==> src/rtl/fetch_pkg.sv <==
// Shared types and constants for the instruction fetch stage.
//   fetch_state_e    : fetch FSM encoding
//   WORD_BYTES       : bytes per instruction word (PC increment, alignment)
//   IR_RESET_DEFAULT : default instruction register reset value
package fetch_pkg;

  typedef enum logic [1:0] {
    IDLE = 2'd0,
    BUSY = 2'd1,
    DONE = 2'd2,
    ERR  = 2'd3
  } fetch_state_e;

  localparam int unsigned WORD_BYTES       = 4;
  localparam logic [31:0] IR_RESET_DEFAULT = 32'h0000_0000;

endpackage

==> src/rtl/instr_fetch_unit_if.sv <==
// Instruction memory read bus (req/ack handshake).
//   mem_req   : read request, held until ack (or abort)
//   mem_addr  : word address, stable while mem_req=1
//   mem_rdata : read data, valid with mem_ack
//   mem_ack   : single-cycle acknowledge
// master = fetch unit, slave = instruction memory.
interface instr_fetch_unit_if #(
  parameter int ADDR_W = 32,
  parameter int DATA_W = 32
);
  logic              mem_req;
  logic [ADDR_W-1:0] mem_addr;
  logic [DATA_W-1:0] mem_rdata;
  logic              mem_ack;

  modport master (output mem_req, output mem_addr, input  mem_rdata, input  mem_ack);
  modport slave  (input  mem_req, input  mem_addr, output mem_rdata, output mem_ack);
endinterface

==> src/rtl/fetch_timer.sv <==
// Fetch timeout counter (built only with FETCH_TIMEOUT_EN).
//   CLK, RST_n : clock, async active-low reset
//   clr        : zero the count (held while the fetch unit is idle)
//   en         : a BUSY cycle ended without ack
//   expire     : this enabled cycle is the LIMIT-th one without ack
module fetch_timer #(
  parameter int unsigned LIMIT = 15
) (
  input  logic CLK,
  input  logic RST_n,
  input  logic clr,
  input  logic en,
  output logic expire
);
  logic [7:0] cnt;

  always_ff @(posedge CLK or negedge RST_n) begin
    if (!RST_n)   cnt <= '0;
    else if (clr) cnt <= '0;
    else if (en)  cnt <= cnt + 8'd1;
  end

  // Fires on the edge that would bring the count to LIMIT.
  assign expire = en && (cnt == 8'(LIMIT - 1));
endmodule

==> src/rtl/instr_fetch_unit.sv <==
// Instruction fetch stage of the multicycle CPU.
// Captures the PC on fetch_start, reads one word from instruction memory
// over a req/ack bus, loads it into IR and pulses ir_valid; also provides
// the registered PC+4.
//   CLK, RST_n  : clock, async active-low reset
//   pc_addr     : PC, sampled on the fetch_start edge
//   fetch_start : fetch request (honoured in IDLE only)
//   flush       : abort an in-flight fetch
//   mem         : instruction memory bus (master side)
//   ir/ir_valid : instruction register and its one-cycle load pulse
//   pc_plus4    : latched address + 4
//   busy        : FSM not in IDLE
//   fetch_err   : one-cycle pulse on misaligned PC (or timeout)
// Optional: `define FETCH_TIMEOUT_EN to abort a fetch after TIMEOUT_CYCLES
// request cycles without ack.
module instr_fetch_unit
  import fetch_pkg::*;
#(
  parameter int unsigned       ADDR_W         = 32,
  parameter int unsigned       DATA_W         = 32,
  parameter logic [DATA_W-1:0] IR_RESET       = DATA_W'(IR_RESET_DEFAULT),
  parameter int unsigned       TIMEOUT_CYCLES = 15
) (
  input  logic               CLK,
  input  logic               RST_n,
  input  logic [ADDR_W-1:0]  pc_addr,
  input  logic               fetch_start,
  input  logic               flush,
  instr_fetch_unit_if.master mem,
  output logic [DATA_W-1:0]  ir,
  output logic               ir_valid,
  output logic [ADDR_W-1:0]  pc_plus4,
  output logic               busy,
  output logic               fetch_err
);
  if (TIMEOUT_CYCLES < 1 || TIMEOUT_CYCLES > 255) begin : g_bad_tmo
    $error("TIMEOUT_CYCLES must be in 1..255");
  end

  fetch_state_e state;
  logic         tmr_expire;

`ifdef FETCH_TIMEOUT_EN
  // Counts only BUSY cycles that end without ack or flush; idle clears it.
  fetch_timer #(.LIMIT(TIMEOUT_CYCLES)) u_timer (
    .CLK    (CLK),
    .RST_n  (RST_n),
    .clr    (state == IDLE),
    .en     (state == BUSY && !mem.mem_ack && !flush),
    .expire (tmr_expire)
  );
`else
  assign tmr_expire = 1'b0;
`endif

  always_ff @(posedge CLK or negedge RST_n) begin
    if (!RST_n) begin
      state        <= IDLE;
      ir           <= IR_RESET;
      mem.mem_req  <= 1'b0;
      mem.mem_addr <= '0;
      pc_plus4     <= '0;
      ir_valid     <= 1'b0;
      fetch_err    <= 1'b0;
      busy         <= 1'b0;
    end else begin
      ir_valid  <= 1'b0;
      fetch_err <= 1'b0;
      case (state)
        IDLE: begin
          if (!flush && fetch_start) begin
            busy <= 1'b1;
            if (pc_addr[1:0] == 2'b00) begin
              mem.mem_addr <= pc_addr;
              pc_plus4     <= pc_addr + ADDR_W'(WORD_BYTES);
              mem.mem_req  <= 1'b1;
              state        <= BUSY;
            end else begin
              fetch_err <= 1'b1;
              state     <= ERR;
            end
          end
        end
        BUSY: begin
          // flush beats ack; ack beats timeout expiry.
          if (flush) begin
            mem.mem_req <= 1'b0;
            busy        <= 1'b0;
            state       <= IDLE;
          end else if (mem.mem_ack) begin
            ir          <= mem.mem_rdata;
            ir_valid    <= 1'b1;
            mem.mem_req <= 1'b0;
            state       <= DONE;
          end else if (tmr_expire) begin
            fetch_err   <= 1'b1;
            mem.mem_req <= 1'b0;
            state       <= ERR;
          end
        end
        DONE, ERR: begin
          busy  <= 1'b0;
          state <= IDLE;
        end
        default: state <= IDLE;
      endcase
    end
  end
endmodule

==> src/flat_wrapper.sv <==
// flat-port wrapper written by rule: the top's interface ports become plain ports
module instr_fetch_unit_flat import fetch_pkg::*;
#(
  parameter int unsigned       ADDR_W         = 32,
  parameter int unsigned       DATA_W         = 32,
  parameter logic [DATA_W-1:0] IR_RESET       = DATA_W'(IR_RESET_DEFAULT),
  parameter int unsigned       TIMEOUT_CYCLES = 15
)
  (CLK, RST_n, pc_addr, fetch_start, flush, ir, ir_valid, pc_plus4, busy, fetch_err, mem_mem_req, mem_mem_addr, mem_mem_rdata, mem_mem_ack);
  instr_fetch_unit_if #(.ADDR_W(ADDR_W), .DATA_W(DATA_W)) mem_i ();
  input  logic CLK;
  input  logic RST_n;
  input  logic [ADDR_W-1:0] pc_addr;
  input  logic fetch_start;
  input  logic flush;
  output logic [DATA_W-1:0] ir;
  output logic ir_valid;
  output logic [ADDR_W-1:0] pc_plus4;
  output logic busy;
  output logic fetch_err;
  output wire logic [$bits(mem_i.mem_req)-1:0] mem_mem_req;
  output wire logic [$bits(mem_i.mem_addr)-1:0] mem_mem_addr;
  input wire logic [$bits(mem_i.mem_rdata)-1:0] mem_mem_rdata;
  input wire logic [$bits(mem_i.mem_ack)-1:0] mem_mem_ack;
  assign mem_mem_req = mem_i.mem_req;
  assign mem_mem_addr = mem_i.mem_addr;
  assign mem_i.mem_rdata = mem_mem_rdata;
  assign mem_i.mem_ack = mem_mem_ack;
  instr_fetch_unit #(.ADDR_W(ADDR_W), .DATA_W(DATA_W), .IR_RESET(IR_RESET), .TIMEOUT_CYCLES(TIMEOUT_CYCLES)) u_core (.CLK(CLK), .RST_n(RST_n), .pc_addr(pc_addr), .fetch_start(fetch_start), .flush(flush), .mem(mem_i), .ir(ir), .ir_valid(ir_valid), .pc_plus4(pc_plus4), .busy(busy), .fetch_err(fetch_err));
endmodule
==> config.mk <==
export PLATFORM = sky130hd
export DESIGN_NAME = instr_fetch_unit_flat
export DESIGN_NICKNAME = d
export VERILOG_FILES = /design/src/rtl/fetch_pkg.sv /design/src/rtl/instr_fetch_unit_if.sv /design/src/rtl/fetch_timer.sv /design/src/rtl/instr_fetch_unit.sv /design/src/flat_wrapper.sv
export SDC_FILE = /design/constraint.sdc
export NUM_CORES = 1
export LEC_CHECK = 0
export CORE_ASPECT_RATIO = 0.75
export CORE_MARGIN = 1.5
export CORE_UTILIZATION = 38
export CTS_BUF_LIST = sky130_fd_sc_hd__clkbuf_16
export CTS_CLUSTER_DIAMETER = 200
export CTS_CLUSTER_SIZE = 14
export DETAILED_ROUTE_END_ITERATION = 12
export PLACE_DENSITY = 0.71
export SYNTH_ARGS = -nofsm -noshare
export SYNTH_HDL_FRONTEND = slang
export SYNTH_SLANG_ARGS = --single-unit
==> constraint.sdc <==
create_clock -name CLK -period 2.36 [get_ports CLK]
set_clock_uncertainty 0.15 [all_clocks]
set_input_delay 0.236 -clock CLK [delete_from_list [all_inputs] [get_ports CLK]]
set_output_delay 0.236 -clock CLK [all_outputs]
set_load 0.01 [all_outputs]
==> flow_summary.yaml, run 1 <==
detailed_routing:
  drc: 0
  dr.pass1.iters: 4
  viasPerCell: 4.84
  first_iter_violations: 242
  vias: 3317
  wirelength_mm: 11.1
  detail-route-antenna-nets: 0
  wl_per_cell_um: 16.2
setup_path:
  slowest_delay_ns: 0.55
  critical_path_buf_inv_count: 1
  crit_family: "simple AND/OR/NAND/NOR gates"
  worst-r2r-setup-slack_ns: 0.34
  cp_cell_sequence: "clkdlybuf4s50_1 -> nand4_1 -> or3_1 -> nor4_1 -> xnor2_1 -> o21ai_0"
  slowest_stage: "clkdlybuf4s50_1"
  start_kind: "primary input"
  worstSetupEndpointType: "register"
  arrival_ns: 2.13
  path_class: "primary input to register"
  cp.required_ns: 2.43
  cp_max_fo: 6
job:
  maxCapViolations: 0
clock_network:
  clock_path_buffers: 2
  cts_setup_buffers: 0
  cts_tree: "built"
  cts-root-buf: "clkbuf_16"
  clkTransAtPathRegs_ns: 0.07
  cts.sinks: 100
  cts_buffers: 9
  clock_latency_ns: 0.33
  htreeDepth: 3
  cts_resized: 0
synth:
  ys_seq_elements: 100
  syn-num-nets: 422
  synth_seq_area_share_pct: 57.5
  synth_cell_type_count: 27
  netlist_instances: 352
  ys_warn_count: 0
  synth_ff_type: "dfrtp_1"
  syn_area_per_cell_um2: 12.4
  syn_area_um2: 4350
  async_flop_share_pct: 100
  synth_edf_count: 0
sta:
  finalHoldViolCount: 0
  fin_crit_sh_pct: 87.4
  finalSetupViolCount: 0
  final_max_slew_viol_count: 0
  layout_min_cycle_time_ns: 2.06
  hold_ws_ns: 0.255
  rsz0062_at_grt: "no"
  worst_pin_slew_ns: 0.492
  max_slew_margin_pct: 67.2
  fmax_mhz: 485
global_route:
  grt_max_degree: 57
  overflow: 0
  grt_pass1_wl_mm: 17.9
  grt_pass1_vias: 3379
  track_usage_pct: 19.1
  antenna_found_initial: 0
layout:
  syn_to_final_growth_pct: 52.8
  stdcell_count: 686
  antenna_cells: 0
  drive_gt1_share_pct: 19.6
  nets: 611
hold_path:
  hp-class: "primary input to async pin"
place:
  portBuffers: 168
  place_inst: 669
  gp_congestion: 0.829
  place_hpwl_mm: 8.32
power:
  p_leak_uw: 0.00287
  vdd_drop_max_uv: 421
  p_per_area_nw_per_um2: 887
  finalPower_uw: 5900
floorplanning:
  dieArea_um2: 12100
  die_w_um: 127
  initial_core_util_pct: 39.5
  rows: 33
  core-area_um2: 11000
  chipHeight_um: 95.7
  io_pins: 169
outcome:
  outcome: "complete, no violations"
## through the flow
stage               setup slack [ns]  cell area (um^2)  setup TNS (ns)  utilization [%]
floorplan                      0.288              4350               0                -
global placement             -0.0386              6360         -0.0386             57.7
detailed placement           -0.0491              6360         -0.0491             57.7
CTS                            0.315              6650               0             60.3
global route                   0.130              6650               0             60.3
finish                         0.298              6650               0             60.3
## where the power goes
group | switching [uW] | internal, uW | leakage [uW] | total [uW]
sequential | 270 | 2190 | 0.00124 | 2460
combinational | 720 | 1290 | 0.00149 | 2010
clock | 624 | 807 | 0.000141 | 1430
## routing by layer
metal	track usage, %	vias up	part of all wire (%)
li1	-	1595	-
met2	30.4	95	47
met5	0	-	0
met1	26.1	1612	46
met3	4.50	15	4.7
met4	6.13	0	1.5
## cells in the mapped netlist (all sizes together), types with 4 or more instances
| master | count | share of area, % |
|---|---|---|
| dfrtp | 100 | 57 |
| mux2 | 61 | 18 |
| nand2 | 44 | 3.8 |
| o21ai | 34 | 3.9 |
| xnor2 | 19 | 3.8 |
| nor2 | 11 | 0.95 |
| nor4 | 11 | 1.6 |
| buf | 10 | 1.8 |
| nand3 | 10 | 1.1 |
| clkbuf | 9 | 0.78 |
| xor2 | 9 | 1.8 |
| nand4 | 8 | 1.1 |
| inv | 5 | 0.43 |
| nor3 | 4 | 0.46 |
## worst paths after layout
path	cells past startpoint	start	to
worst max register to register	4	u_core.state[1]	u_core.mem.mem_addr[29]
max in group asynchronous	3	RST_n	u_core.pc_plus4[31]
worst min register to register	2	u_core.pc_plus4[21]	u_core.pc_plus4[21]
worst min-delay path	2	RST_n	u_core.ir[0]
min in group CLK	2	u_core.pc_plus4[21]	u_core.pc_plus4[21]
worst max-delay path	6	pc_addr[13]	u_core.pc_plus4[21]
## flip-flops by register name (all words and copies together) (netlist names)
| signal | count |
|---|---|
| u_core.pc_plus4 | 30 |
| u_core.ir | 32 |
| u_core.mem.mem_addr | 32 |
| u_core.busy | 1 |
| u_core.state | 2 |
| u_core.fetch_err | 1 |
| u_core.mem.mem_req | 1 |
| u_core.ir_valid | 1 |
## worst reg2reg max path: stages (launching register included)
cell,delay (ns)
dfrtp_1,0.41
or2_1,0.26
or4_4,0.53
buf_12,0.21
mux2_4,0.35
## cells in the final DEF, fill, tap and decap left out, drive strengths merged
master | Yosys | final
clkdlybuf4s50 | 0 | 167
dfrtp | 100 | 100
mux2 | 61 | 61
nand2 | 44 | 44
o21ai | 34 | 34
buf | 10 | 29
xnor2 | 19 | 19
nor4 | 11 | 11
nor2 | 11 | 11
nand3 | 10 | 10
xor2 | 9 | 9
clkbuf | 9 | 9
nand4 | 8 | 8
inv | 5 | 6
nor3 | 4 | 4
clkinv | 0 | 4
and4 | 3 | 3
a21oi | 3 | 3
or2 | 3 | 3
and2 | 2 | 2
and3 | 2 | 2
o211ai | 1 | 1
or4 | 1 | 1
or3 | 1 | 1
ha | 1 | 1
clkinvlp | 0 | 1
bufinv | 0 | 1
dlygate4sd3 | 0 | 1
## cells by family after synthesis
group	Yosys count	synth area share (%)
compound gates	38	4.43
xor+xnor	28	5.63
fa+ha+maj	1	0.287
buf+inv	24	3.05
flops	100	57.5
mux	61	18.0
simple gates	100	11.1
## area by class of cell
type,instances,area (um^2)
fillers,902,4370
flip-flops and latches,100,2500
repair buffers,197,1950
multi-input cells,228,1720
clock buffers,9,225
well taps,140,175
clock inverters,7,58.8
inverters,5,18.8
## what timing repair did
item | 4_1_cts | 5_1_grt
hold buffers | 1 | 0
setup endpoints to repair | 0 | 0
hold endpoints to repair | 36 | 0
Power figures use the tool's default switching activity.
==> inputs of run 2 (changes only) <==
--- a/config.mk
+++ b/config.mk
@@ -9,7 +9,7 @@
 export CORE_MARGIN = 1.5
 export CORE_UTILIZATION = 38
 export CTS_BUF_LIST = sky130_fd_sc_hd__clkbuf_16
-export CTS_CLUSTER_DIAMETER = 200
+export CTS_CLUSTER_DIAMETER = 60
 export CTS_CLUSTER_SIZE = 14
 export DETAILED_ROUTE_END_ITERATION = 12
 export PLACE_DENSITY = 0.71
==> constraint.sdc (replaced) <==
create_clock -name CLK -period 2.03 [get_ports CLK]
set_clock_uncertainty 0.15 [all_clocks]
set_input_delay 0.203 -clock CLK [delete_from_list [all_inputs] [get_ports CLK]]
set_output_delay 0.203 -clock CLK [all_outputs]
set_load 0.01 [all_outputs]
==> flow_summary.yaml, run 2 (synthesis results as in run 1) <==
sta:
  finalSetupViolCount: 0
  finalHoldViolCount: 0
  worst_pin_slew_ns: 0.676
  layout_min_cycle_time_ns: 2.00
  fin_crit_sh_pct: 98.4
  fmax_mhz: 500
  rsz0062_at_grt: "no"
  setup_ws_ns: 0.0316
  hold_ws_ns: 0.293
  max_slew_margin_pct: 54.9
  final_max_slew_viol_count: 0
layout:
  utilization_pct: 63.0
  fill_cells: 858
  stdcell_count: 718
  syn_to_final_growth_pct: 59.7
  final_cell_mix: "167 x clkdlybuf4s50_1, 100 x dfrtp_1, 58 x buf_4"
  antenna_cells: 0
  nets: 644
  largest_registers: "u_core.ir (32), u_core.mem.mem_addr (32), u_core.pc_plus4 (30)"
  drive_gt1_share_pct: 25.3
  final_common_cell: "clkdlybuf4s50_1"
global_route:
  track_usage_pct: 20.5
  grt_max_degree: 53
  grt_pass1_vias: 3656
  grt_pass1_wl_mm: 19.2
  antenna_found_initial: 0
  overflow: 0
setup_path:
  arrival_ns: 2.07
  start_kind: "register"
  r2r-end: "u_core.mem.mem_addr[26]"
  worstSetupEndpointType: "register"
  path_class: "register to register"
  cp_max_fo: 47
  cp.required_ns: 2.10
  r2r_cells: 4
  reg2reg_from: "u_core.state[1]"
  worst-r2r-setup-slack_ns: 0.03
power:
  vdd_drop_max_uv: 596
  finalPower_uw: 7050
  p_leak_uw: 0.00304
  p_per_area_nw_per_um2: 1010
detailed_routing:
  dr.pass1.iters: 4
  vias: 3481
  wirelength_mm: 11.7
  detail-route-antenna-nets: 0
  first_iter_violations: 162
  drc: 0
  viasPerCell: 4.85
  wl_per_cell_um: 16.3
place:
  pre_cts_ws_ns: -0.303
  place_hpwl_mm: 8.78
  portBuffers: 168
  place_inst: 702
  gp_congestion: 0.815
hold_path:
  hp-class: "primary input to async pin"
clock_network:
  cts-root-buf: "clkbuf_16"
  cts_tree: "built"
  clock_path_buffers: 2
  htreeDepth: 3
  clock_latency_ns: 0.34
  cts_buffers: 9
  cts.sinks: 100
  clkTransAtPathRegs_ns: 0.07
floorplanning:
  io_pins: 169
  dieArea_um2: 12100
  chipHeight_um: 95.7
  die_w_um: 127
  core-area_um2: 11000
  initial_core_util_pct: 39.5
  rows: 33
outcome:
  outcome: "complete, no violations"
job:
  maxCapViolations: 0
run 2: changes by cell type in the layout (fill, tap and decap cells not counted), sizes merged:
cell    delta
bufinv     +1
clkinv     -2
buf       +33
run 2: worst max-delay path by stage:
stage	startpoint	cells past startpoint	to	slack, ns
2_1_floorplan	u_core.state[1]	6	u_core.mem.mem_addr[10]	-0.04
3_3_place_gp	pc_addr[10]	6	u_core.pc_plus4[21]	-0.28
3_5_place_dp	pc_addr[10]	6	u_core.pc_plus4[27]	-0.30
4_1_cts	u_core.state[1]	4	u_core.mem.mem_addr[28]	0.05
5_1_grt	pc_addr[10]	6	u_core.pc_plus4[27]	0.006
6_report	u_core.state[1]	4	u_core.mem.mem_addr[26]	0.03
run 2: what timing repair did:
action / CTS / global route
setup endpoints to repair: 0 / 10
endpoints found under the hold margin: 49 / 0
gates resized for setup: 0 / 9
hold buffers: 1 / 0
setup buffers: 0 / 0
run 2: report_power, final:
group	switching, uW	internal, uW
sequential	330	2540
combinational	859	1530
clock	725	1060
total	1910	5140
run 2: layout make-up:
type                       instances  area (um^2)  area share [%]
sequential                       100         2500            36.0
clock inverter                     6         81.3            1.17
clock buffer                       9          225            3.24
multi-input combinational        228         1750            25.2
timing repair buffer             230         2200            31.6
tap                              140          175            2.52
inverter                           5         18.8           0.270
run 2: routing by layer:
metal / wire (um) / GRT usage [%]
met5: 0 / 0
met4: 180 / 6.61
met3: 500 / 4.78
met2: 5600 / 33.0
met1: 5450 / 27.9
run 2: critical path, stage by stage (launching register included):
cell and delay, ns:
dfrtp_1 0.40, or2_1 0.25, or4_4 0.53, buf_12 0.20, mux2_4 0.32
run 2: per-stage QoR:
step | area [um^2] | setup TNS [ns]
3_3_place_gp | 6600 | -7.65
4_1_cts | 6920 | 0
2_1_floorplan | 4360 | -0.864
5_1_grt | 6950 | 0
3_5_place_dp | 6600 | -9.36
6_report | 6950 | 0
==> inputs of run 3 (changes only) <==
--- a/config.mk
+++ b/config.mk
@@ -5,6 +5,7 @@
 export SDC_FILE = /design/constraint.sdc
 export NUM_CORES = 1
 export LEC_CHECK = 0
+export CAP_MARGIN = 0
 export CORE_ASPECT_RATIO = 0.75
 export CORE_MARGIN = 1.5
 export CORE_UTILIZATION = 38
@@ -15,4 +16,5 @@
 export PLACE_DENSITY = 0.71
 export SYNTH_ARGS = -nofsm -noshare
 export SYNTH_HDL_FRONTEND = slang
+export SYNTH_HIERARCHICAL = 1
 export SYNTH_SLANG_ARGS = --single-unit
==> flow_summary.yaml, run 3 <==
floorplanning:
  chipHeight_um: 95.7
  io_pins: 169
  die_w_um: 127
  dieArea_um2: 12100
  rows: 33
  initial_core_util_pct: 39.4
  core-area_um2: 11100
power:
  seqPwrFrac_pct: 40.7
  finalPower_uw: 6950
  switching_power_uw: 2030
  p_int_uw: 4920
  p_per_area_nw_per_um2: 978
  p_leak_uw: 0.00309
  comb_power_share_pct: 33.2
  vdd_drop_max_uv: 764
  swShare_pct: 29.2
  clkPwrFrac_pct: 26.0
clock_network:
  cts_buffers: 9
  clkTransAtPathRegs_ns: 0.07
  htreeDepth: 3
  cts.sinks: 100
  cts_tree: "built"
  clock_latency_ns: 0.34
  clock_path_buffers: 2
  cts-root-buf: "clkbuf_16"
synth:
  ys_seq_elements: 100
  syn_area_um2: 4360
  netlist_instances: 423
  synth_edf_count: 0
  synth_area_leader_cell: "dfrtp_1"
  synth_cell_type_count: 36
  synthDominantCellAreaShare_pct: 57.4
  synthTopCellsByCount: "110 x nand2_1, 100 x dfrtp_1, 33 x o21ai_0, 32 x mux2_2, 21 x nor2_1"
  yosysMostFrequentCell: "nand2_1"
  synth_area_leaders: "dfrtp_1 57%, nand2_1 9.5%, mux2_2 8.3%"
  ys_warn_count: 6
  synth_seq_area_share_pct: 57.4
  syn_area_per_cell_um2: 10.3
  async_flop_share_pct: 100
  synth_ff_type: "dfrtp_1"
  syn-num-nets: 493
layout:
  final_cell_mix: "161 x clkdlybuf4s50_1, 110 x nand2_1, 100 x dfrtp_1"
  stdcell_count: 794
  nets: 719
  utilization_pct: 64.2
  syn_to_final_growth_pct: 63.2
  fill_cells: 891
  seqCellArea_um2: 2500
  multi_input_area_um2: 1760
  drive_gt1_share_pct: 20.3
  largest_registers: "u_core/ir (32), u_core/mem.mem_addr (32), u_core/pc_plus4 (30)"
  final_common_cell: "clkdlybuf4s50_1"
  antenna_cells: 0
job:
  maxCapViolations: 0
place:
  gp_congestion: 0.825
  portBuffers: 168
  pre_cts_ws_ns: -0.471
  place_hpwl_mm: 8.91
  place_inst: 764
setup_path:
  path_class: "primary input to register"
  slowest_delay_ns: 0.54
  cp_cell_sequence: "clkdlybuf4s50_1 -> buf_4 -> nand3_2 -> or4_4 -> or3_1 -> a31oi_1"
  cp.required_ns: 2.15
  cp_max_fo: 6
  arrival_ns: 2.11
  crit_family: "simple AND/OR/NAND/NOR gates"
  critical_path_buf_inv_count: 2
  worstSetupEndpointType: "register"
  start_kind: "primary input"
  slowest_stage: "clkdlybuf4s50_1"
outcome:
  outcome: "complete, no violations"
global_route:
  overflow: 0
  track_usage_pct: 21.2
  grt_pass1_vias: 4043
  grt_max_degree: 58
  antenna_found_initial: 0
  grt_pass1_wl_mm: 20.0
detailed_routing:
  wl_per_cell_um: 16.6
  first_iter_violations: 249
  vias: 4072
  drc: 0
  wirelength_mm: 13.1
  viasPerCell: 5.13
  detail-route-antenna-nets: 0
  dr.pass1.iters: 5
sta:
  rsz0062_at_grt: "yes"
  finalHoldViolCount: 0
  layout_min_cycle_time_ns: 1.99
  tns_ns: 0
  max_slew_margin_pct: 73.2
  final_max_slew_viol_count: 0
  worst_pin_slew_ns: 0.401
  setup_ws_ns: 0.0420
  fmax_mhz: 503
  finalSetupViolCount: 0
  fin_crit_sh_pct: 97.9
hold_path:
  hp-class: "primary input to async pin"
## run 3: changes by cell type in the layout (fill, tap and decap cells not counted), moves of 5 or more
cell,previous run,this run
clkdlybuf4s50_1,167,161
nor2_1,10,21
dlygate4sd2_1,0,6
nand2_1,44,110
nor4_1,7,0
or3_1,0,12
xnor2_1,19,9
xor2_1,9,4
mux2_4,26,0
a31oi_1,0,15
## run 3: power groups by stage
stage          logic, uW  registers [uW]  clock network (uW)
2_1_floorplan        514            3090                   0
3_3_place_gp        2260            2840                   0
3_5_place_dp        2300            2870                   0
4_1_cts             2310            2840                1850
5_1_grt             2490            2900                1930
6_report            2310            2830                1810
## run 3: cells by family (layout without fill, tap and decap cells)
family / count (synthesis) / in the layout / synth area share (%)
and+or+nand+nor: 195 / 196 / 21.0
DFF: 100 / 100 / 57.4
muxes: 32 / 32 / 8.27
adders and majority gates: 1 / 1 / 0.287
xor gates and xnor gates: 13 / 13 / 2.61
buffers and inverters: 29 / 259 / 3.59
AOI/OAI and AO/OA: 53 / 53 / 6.78
## run 3: per-layer routing
metal	track usage [%]	share of wire (%)	vias to the layer above
met1	28.3	45	1978
met3	4.61	7.1	14
met2	34.4	46	167
met5	0	0	-
met4	7.47	1.5	0
li1	-	-	1913
## run 3: layout make-up
class                      instances  area share (%)
clock buffer                       9            3.17
clock inverter                     7            1.30
inverter                           5           0.264
multi-input combinational        295            24.7
sequential                       100            35.2
tap                              140            2.46
timing repair buffer             238            32.9
## run 3: worst paths after layout
check / start / endpoint / slack [ns] / cells past startpoint
min: RST_n / u_core/ir[15] / 0.17 / 2
max in group asynchronous: RST_n / u_core/ir[11] / 1.01 / 3
min reg2reg: u_core/mem.mem_addr[16] / u_core/mem.mem_addr[16] / 0.33 / 2
min in group CLK: pc_addr[2] / u_core/mem.mem_addr[2] / 0.18 / 4
max reg2reg: u_core/state[1] / u_core/pc_plus4[29] / 0.06 / 7
max: pc_addr[4] / u_core/pc_plus4[22] / 0.04 / 6
## run 3: metrics by stage
stage          cell area, um^2  hold slack [ns]
2_1_floorplan             4360           -0.243
3_3_place_gp              6580          0.00211
3_5_place_dp              6580           0.0105
4_1_cts                   6960            0.171
5_1_grt                   7110            0.189
6_report                  7110            0.167
## run 3: what timing repair did
action,4_1_cts,5_1_grt
cloned,1,5
hold endpoints to repair,61,0
hold buffers,1,0
setup endpoints to repair,27,48
gates resized for setup,11,15
pin swaps,6,6
setup buffers,4,4
